### src/rtl/spi_pkg.sv
// Shared types and constants for the SPI register sequencer.
// States, command-byte layout and default timing values.
package spi_pkg;

  typedef logic [2:0] state_t;

  localparam state_t S_IDLE  = 3'd0;
  localparam state_t S_SETUP = 3'd1;
  localparam state_t S_CMD   = 3'd2;
  localparam state_t S_DATA  = 3'd3;
  localparam state_t S_RESP  = 3'd4;
  localparam state_t S_GAP   = 3'd5;

  localparam int CMD_WR_BIT  = 7;
  localparam int CMD_ADDR_HI = 1;
  localparam int CMD_ADDR_LO = 0;

  localparam int unsigned SETUP_CYC_DEF   = 2;
  localparam int unsigned GAP_CYC_DEF     = 4;
  localparam int unsigned TIMEOUT_CYC_DEF = 1023;

  // Command byte: write flag on top, start register in the low bits.
  function automatic logic [7:0] cmd_byte(
    input logic       wr,
    input logic [1:0] addr
  );
    logic [7:0] b;
    b = '0;
    b[CMD_WR_BIT] = wr;
    b[CMD_ADDR_HI:CMD_ADDR_LO] = addr;
    return b;
  endfunction

endpackage

### src/rtl/spi_rr_arb2.sv
// Two-way round-robin arbiter for the SPI register sequencer.
// Contended requests go to the index that did not win last.
module spi_rr_arb2 (
  input  logic       clk,
  input  logic       reset,
  input  logic [1:0] req,
  input  logic       advance,
  output logic [1:0] grant,
  output logic       last_grant
);

  // Pick a single winner from the current requests.
  always_comb begin
    grant = 2'b00;
    if (req == 2'b11)
      grant = last_grant ? 2'b01 : 2'b10;
    else if (req[0])
      grant = 2'b01;
    else if (req[1])
      grant = 2'b10;
  end

  // Remember the winner; reset value lets req0 win first.
  always_ff @(posedge clk or posedge reset) begin
    if (reset)
      last_grant <= 1'b1;
    else if (advance && (|req))
      last_grant <= grant[1];
  end

endmodule

### src/rtl/spi_reg_sequencer.sv
// SPI register sequencer: arbitrates two requesters, runs cmd+data bytes.
// Optional per-byte m_done timeout under macro SPI_SEQ_TIMEOUT_EN.
module spi_reg_sequencer
  import spi_pkg::*;
#(
  parameter int unsigned SETUP_CYC   = SETUP_CYC_DEF,
  parameter int unsigned GAP_CYC     = GAP_CYC_DEF,
  parameter int unsigned TIMEOUT_CYC = TIMEOUT_CYC_DEF
) (
  input  logic        clk,
  input  logic        reset,
  input  logic        req0_valid,
  output logic        req0_ready,
  input  logic        req0_write,
  input  logic [1:0]  req0_addr,
  input  logic [1:0]  req0_len,
  input  logic [31:0] req0_wdata,
  input  logic        req1_valid,
  output logic        req1_ready,
  input  logic        req1_write,
  input  logic [1:0]  req1_addr,
  input  logic [1:0]  req1_len,
  input  logic [31:0] req1_wdata,
  output logic        rsp_valid,
  output logic        rsp_id,
  output logic [31:0] rsp_rdata,
  output logic        rsp_err,
  output logic        ss_n,
  output logic        m_start,
  output logic [7:0]  m_tx_data,
  input  logic        m_done,
  input  logic [7:0]  m_rx_data
);

  state_t      state;
  logic [15:0] cnt;
  logic [1:0]  k;
  logic [1:0]  nk;
  logic        wr;
  logic [1:0]  addr;
  logic [1:0]  len;
  logic [31:0] wdata;
  logic [31:0] rdata;
  logic        id;
  logic [1:0]  grant;
  logic        last_grant;
  logic        sel;

`ifdef SPI_SEQ_TIMEOUT_EN
  logic [15:0] tcnt;
  logic        err;
`endif

  assign nk  = k + 2'd1;
  assign sel = grant[1];

  spi_rr_arb2 u_arb (
    .clk        (clk),
    .reset      (reset),
    .req        ({req1_valid, req0_valid}),
    .advance    (state == S_IDLE),
    .grant      (grant),
    .last_grant (last_grant)
  );

`ifndef SPI_SEQ_TIMEOUT_EN
  assign rsp_err = 1'b0;
`endif

  // Main sequencer: grant, setup delay, byte loop, response, gap.
  always_ff @(posedge clk or posedge reset) begin
    if (reset) begin
      state      <= S_IDLE;
      cnt        <= '0;
      k          <= '0;
      wr         <= 1'b0;
      addr       <= '0;
      len        <= '0;
      wdata      <= '0;
      rdata      <= '0;
      id         <= 1'b0;
      ss_n       <= 1'b1;
      m_start    <= 1'b0;
      m_tx_data  <= '0;
      req0_ready <= 1'b0;
      req1_ready <= 1'b0;
      rsp_valid  <= 1'b0;
      rsp_id     <= 1'b0;
      rsp_rdata  <= '0;
`ifdef SPI_SEQ_TIMEOUT_EN
      tcnt       <= '0;
      err        <= 1'b0;
      rsp_err    <= 1'b0;
`endif
    end else begin
      m_start    <= 1'b0;
      req0_ready <= 1'b0;
      req1_ready <= 1'b0;
      rsp_valid  <= 1'b0;
      unique case (1'b1)
        state == S_IDLE: begin
          if (|grant) begin
            req0_ready <= grant[0];
            req1_ready <= grant[1];
            id    <= sel;
            wr    <= sel ? req1_write : req0_write;
            addr  <= sel ? req1_addr  : req0_addr;
            len   <= sel ? req1_len   : req0_len;
            wdata <= sel ? req1_wdata : req0_wdata;
            rdata <= '0;
            ss_n  <= 1'b0;
            cnt   <= '0;
`ifdef SPI_SEQ_TIMEOUT_EN
            err   <= 1'b0;
`endif
            state <= S_SETUP;
          end
        end
        state == S_SETUP: begin
          if (cnt >= 16'(SETUP_CYC - 1)) begin
            m_start   <= 1'b1;
            m_tx_data <= cmd_byte(wr, addr);
`ifdef SPI_SEQ_TIMEOUT_EN
            tcnt      <= '0;
`endif
            state     <= S_CMD;
          end else begin
            cnt <= cnt + 16'd1;
          end
        end
        state == S_CMD || state == S_DATA: begin
          if (m_done) begin
`ifdef SPI_SEQ_TIMEOUT_EN
            tcnt <= '0;
`endif
            if (state == S_CMD) begin
              k         <= '0;
              m_start   <= 1'b1;
              m_tx_data <= wr ? wdata[7:0] : 8'h00;
              state     <= S_DATA;
            end else begin
              if (!wr)
                rdata[{k, 3'b000} +: 8] <= m_rx_data;
              if (k == len) begin
                ss_n  <= 1'b1;
                state <= S_RESP;
              end else begin
                k         <= nk;
                m_start   <= 1'b1;
                m_tx_data <= wr ? wdata[{nk, 3'b000} +: 8] : 8'h00;
              end
            end
          end
`ifdef SPI_SEQ_TIMEOUT_EN
          else if (tcnt >= 16'(TIMEOUT_CYC - 1)) begin
            ss_n  <= 1'b1;
            err   <= 1'b1;
            rdata <= '0;
            state <= S_RESP;
          end else begin
            tcnt <= tcnt + 16'd1;
          end
`endif
        end
        state == S_RESP: begin
          rsp_valid <= 1'b1;
          rsp_id    <= id;
          rsp_rdata <= rdata;
`ifdef SPI_SEQ_TIMEOUT_EN
          rsp_err   <= err;
`endif
          cnt       <= '0;
          state     <= S_GAP;
        end
        state == S_GAP: begin
          if (cnt >= 16'(GAP_CYC - 1))
            state <= S_IDLE;
          else
            cnt <= cnt + 16'd1;
        end
        default: state <= S_IDLE;
      endcase
    end
  end

endmodule

### config.mk
export PLATFORM = sky130hd
export DESIGN_NAME = spi_reg_sequencer
export DESIGN_NICKNAME = d
export VERILOG_FILES = /design/src/rtl/spi_pkg.sv /design/src/rtl/spi_rr_arb2.sv /design/src/rtl/spi_reg_sequencer.sv
export SDC_FILE = /design/constraint.sdc
export NUM_CORES = 1
export LEC_CHECK = 0
export BUFFER_PORTS_ARGS = -buffer_cell sky130_fd_sc_hd__buf_2
export CAP_MARGIN = 20
export CORE_ASPECT_RATIO = 0.9
export CORE_MARGIN = 2
export CORE_UTILIZATION = 59
export CTS_CLUSTER_SIZE = 14
export DETAILED_ROUTE_END_ITERATION = 8
export GPL_ROUTABILITY_DRIVEN = 0
export PLACE_DENSITY = 0.93
export SKIP_LAST_GASP = 1
export SYNTH_ARGS = -nofsm -noshare
export SYNTH_HDL_FRONTEND = slang
export SYNTH_SLANG_ARGS = --single-unit
### constraint.sdc
create_clock -name clk -period 11.7 [get_ports clk]
set_input_delay 2.34 -clock clk [delete_from_list [all_inputs] [get_ports clk]]
set_output_delay 2.34 -clock clk [all_outputs]
set_load 0.01 [all_outputs]
# == Word level (Yosys, flattened, before mapping) ==
# Index checks and enable logic that the tools add are counted.
# W data, S select, Z words.
# word_totals
ff_bits,138
out_inout_bits,47
elab_cells,109
# classes
add_sub_neg,3
n_lt_le_gt_ge,2
eq_ne,19
n_shift,3
muxes,49
n_reduce_logical,15
# ops
op,count
$mux W32,5
$pmux W16 S4,1
$pmux W32 S2,1
$mux W16,3
$mux W8,6
$bwmux W32,1
$shift A8 B7 Y32 const A,1
$shiftx A32 B6 Y8,1
$shiftx A8 B7 Y32,1
$mux W3,6
$add A16 B1 Y16 const B,1
$ge A16 B1 Y1 const B,1
$ge A16 B2 Y1 const B,1
$mux W2,8
$pmux W8 S2,1
$pmux W3 S5,1
$reduce_and A5 Y1,3
$mux W1,14
$ne A2 B2 Y1 const B,7
$reduce_and A4 Y1,2
$neg A5 Y7,1
$eq A3 B2 Y1 const B,2
$eq A3 B3 Y1 const B,2
$ne A2 B1 Y1 const B,3
15 further kinds,18

# == Logic depth before layout (Yosys ltp) ==
# logic_depth
ltp_word,7
ltp_mapped,9
ltp_nobuf,7

# == Cells and area by module ==
# From an unflattened synthesis, not the netlist that was laid out.
# hier_totals
cells_unflattened,551
area_unflattened_um2,6328.6
# modules_own_cells
module,instances,cells_each,area_per_inst_um2,seq_area_each_um2
spi_reg_sequencer,1,544,6268.5,3429.5
spi_rr_arb2,1,7,60.1,26.3

# == Least setup slack after synthesis ==
# No wires, ideal clock.
# synth_timing
path_kind,input to register
startpoint,input req1_valid
endpoint,register rdata[0]
setup_time_ns,0.096
t_arrival_ns,3.405
required_time_ns,11.604
path_slack_ns,8.198
stages,4
path_buffers,1
cell_sequence,o21ai_0 -> a2111o_1 -> buf_2 -> o31ai_1
# synth_between
elab_chain_cells,6
# synth_rtl
element,line,text
start: declaration,spi_reg_sequencer.sv:18,"input logic req1_valid,"
$mux W2,spi_rr_arb2.sv:19,else if (req[1])
$mux W2,spi_rr_arb2.sv:17,else if (req[0])
$mux W2 *,spi_rr_arb2.sv:15,if (req == 2'b11)
$reduce_or A2 Y1 *,spi_reg_sequencer.sv:102,if (|grant) begin
$ne A2 B2 Y1 (no line) *,--,
$reduce_and A5 Y1 (no line) *,--,
end signal: indexed assignment,spi_reg_sequencer.sv:143,"rdata[{k, 3'b000} +: 8] <= m_rx_data;"
end: declaration,spi_reg_sequencer.sv:43,logic [31:0] rdata;
# Mark *: on every way between the ends. The rest lies on a longest branch, timed or not.
# A chain may end at the register's enable or synchronous reset.

# == Worst setup path in the final report ==
# layout_timing
startpoint,input req0_valid
endpoint,register rdata[11]
# layout_between
elab_chain_cells,5
# layout_rtl
element,line,text
start: declaration,spi_reg_sequencer.sv:12,"input logic req0_valid,"
$eq A2 B2 Y1 or $mux W2 (tied branches),"spi_rr_arb2.sv:15, spi_rr_arb2.sv:17",
$mux W2 *,spi_rr_arb2.sv:15,
$reduce_or A2 Y1 *,spi_reg_sequencer.sv:102,
$ne A2 B2 Y1 (no line) *,--,
$reduce_and A5 Y1 (no line) *,--,
# Marks and branches as above.

==> metrics <==
Post-DRT Antenna Nets 0; endpoint class of the critical path flop; largest net degree at the start of global routing 81; fin nets 775; post-synthesis sequential area ratio 56.04%; syn_nets 650; total global-route track usage 27.47%; deepest clock path buffer count 2; initial detailed-routing violation count 476; final core utilization 74.21%; Req. time, crit path 12010 ps; postcts setup bufs 0; Placed Instances 789; initial antenna violation count 0; ANT cells 0; clk_lat worst skew 420 ps; post-CTS resize count 0; pwr dens 255.9 mW/mm^2; clock-pin transition on the worst setup and hold timing paths 60 ps; setup skew after layout 7.882 ps; Hold Path End rdata[17]$_DFFE_PP0P_; Logic pwr share 32.0%; most frequent cells in the layout dfrtp_1, buf_2, nor2_1; critical path peak fanout 16; clock power share 31.3%; Flop pwr share 36.7%; vias in the first global route 4969; DP HPWL 9836 microns; Core Area 0.01020 sq mm; routed vias 4987; Leak Pwr 3.768 nW; YS warnings 0; Distinct cells, synth 45; Avg Inst Size Synth 11.11 sq um; Seq cells post-synth 138; maximum VDD drop 0.1313 mV; RSZ-0062 raised after global routing no; drt first pass iters 6; post-synthesis async set-or-reset flop share 100.0%; Hold Path Origin rdata[17]$_DFFE_PP0P_; Switch Pwr 0.6914 mW; Area Overhead vs Synth 22.78%; share of layout cells above drive strength 1 32.03%; P_int 1.247 mW; WS Path Type in2reg; final clock period utilization by the worst path 29.69%; first-pass GRT wire length 24270 microns; flop2flop setup slack 8720 ps; Synth Cell Area 0.006167 sq mm; Mapped Cells 555; CTS root buffer clkbuf_16; f_max 0.2879 GHz; final count of negative-setup-slack endpoints 0; CP arrival 3780 ps; Die Y 101.0 microns; reg2reg start k[0]$_DFFE_PP0P_; Hold Path Class reg2reg; final cell count without fillers 822; worst slew pin tran 981.9 ps; mean routed wirelength per cell 18.45 microns; total die area 0.01129 sq mm; Slew Viols, Final 0; crit path launch type input pin; initial core utilization 60.44%; worst flop-to-flop path endpoint m_tx_data[0]$_DFFE_PP0P_; CTS tree yes; minimum period implied by the final worst setup slack 3474 ps; clk sinks 138; std cell rows 35; sw frac 35.68%; worst reg2reg path depth 7; hold path cells 2; vias per inst 6.067; final hold vios 0; num ports 134; grt ovf 0; hold_buf cts 0; DP Area 0.006883 sq mm; number of flops mapped to enable cells by yosys 0; status finished clean; DRT Wirelength 15170 microns; max-cap viol count 0; buffers added on ports 132; number of remaining DRC errors 0; total CTS buffers 17; most common cell after layout, fill and taps aside dfrtp_1; Most used DFF post-synth dfrtp_1; Rel. slew slack 34.40%; final setup TNS 0 ps; die width 111.8 microns; htree depth 4; cell area after layout 0.007572 sq mm
[worst max-delay path, cell delays in order]
cell and delay (ps):
buf_2 170, o21ai_0 220, a2111o_1 680, o31ai_1 360
[flip-flops by register name (all words and copies together) (netlist names)]
| name | cells |
|---|---|
| rsp_id | 1 |
| u_arb.last_grant | 1 |
| m_start | 1 |
| m_tx_data | 8 |
| req0_ready | 1 |
| ss_n | 1 |
| wr | 1 |
| addr | 2 |
| k | 2 |
| wdata | 32 |
| cnt | 16 |
| state | 3 |
| len | 2 |
| rdata | 32 |
| rsp_valid | 1 |
| req1_ready | 1 |
| rsp_rdata | 32 |
| id | 1 |
[cell type report]
| cell class | count | area, sq um |
|---|---|---|
| Clock buffer | 20 | 456.7 |
| Clock inverter | 12 | 212.7 |
| Fill cell | 637 | 2631 |
| Inverter | 9 | 36.28 |
| Multi-Input combinational cell | 377 | 2539 |
| Sequential cell | 138 | 3456 |
| Tap cell | 129 | 161.4 |
| Timing Repair Buffer | 137 | 710.7 |
[logic make-up after synthesis]
group	after synthesis	share of synthesized area, %
and+or+nand+nor	170	12.48
other	1	0.06081
muxes	84	14.57
buffers and inverters	40	3.003
xor gates and xnor gates	2	0.4059
AOI/OAI and AO/OA	112	11.83
adders and majority gates	8	1.623
DFF	138	56.04
[worst max path at each step]
stage | end | startpoint | cells after the start | slack (ps)
final | rdata[11]$_DFFE_PP0P_ | req0_valid | 4 | 8230
after global routing | rdata[24]$_DFFE_PP0P_ | reset | 3 | 7950
after CTS | addr[0]$_DFFE_PP0P_ | req0_valid | 4 | 8110
after detailed placement | wdata[4]$_DFFE_PP0P_ | req0_valid | 3 | 7770
after global placement | rsp_rdata[4]$_DFFE_PP0P_ | reset | 3 | 7840
after floorplan | addr[0]$_DFFE_PP0P_ | reset | 1 | 5670
[layer usage]
metal	global-route usage, %	part of all wire, %	vias to the layer above	wire length (microns)
met2	45.45	50	295	7508
met3	7.216	7.5	59	1134
met4	11.21	3.2	0	488
met1	34.94	40	2418	6034
met5	0	0	-	0
li1	-	-	2215	-
[per-stage QoR]
stage	hold slack [ps]	total power [mW]	setup WS, ps
CTS	478.0	1.922	8111
floorplan	442.9	1.141	5667
global placement	456.8	1.256	7840
detailed placement	465.4	1.299	7765
finish	476.2	1.938	8226
global route	507.8	2.032	7952
[power by group through the flow]
stage | Clock [mW] | Combinational [mW] | Sequential (mW)
after floorplan | 0 | 0.462 | 0.680
after global placement | 0 | 0.552 | 0.703
after detailed placement | 0 | 0.588 | 0.711
after CTS | 0.610 | 0.606 | 0.707
after global routing | 0.631 | 0.679 | 0.723
final | 0.606 | 0.620 | 0.712
[cells in the mapped netlist, drive strengths merged, types with 2 or more instances]
cell type / number / share of area (%)
a2111o: 4 / 0.73
ha: 8 / 1.6
nor2: 64 / 3.9
mux2i: 38 / 6.2
nor2b: 13 / 1.3
and4: 2 / 0.28
a21o: 3 / 0.37
clkbuf: 8 / 0.49
xor2: 2 / 0.41
nand2: 50 / 3.0
dfrtp: 136 / 55
dfstp: 2 / 0.85
nor4: 4 / 0.41
mux2: 46 / 8.4
a21oi: 43 / 3.5
nand3: 9 / 0.73
or3b: 2 / 0.32
and2: 5 / 0.51
o41ai: 2 / 0.28
inv: 9 / 0.55
nand2b: 5 / 0.51
buf: 23 / 2.0
a211oi: 2 / 0.24
o22ai: 5 / 0.51
nand4: 2 / 0.20
a31oi: 3 / 0.30
and3: 4 / 0.41
o21ai: 9 / 0.73
o31ai: 33 / 4.0
nor3: 9 / 0.73
Note: power is estimated with default switching activity, not from simulation.
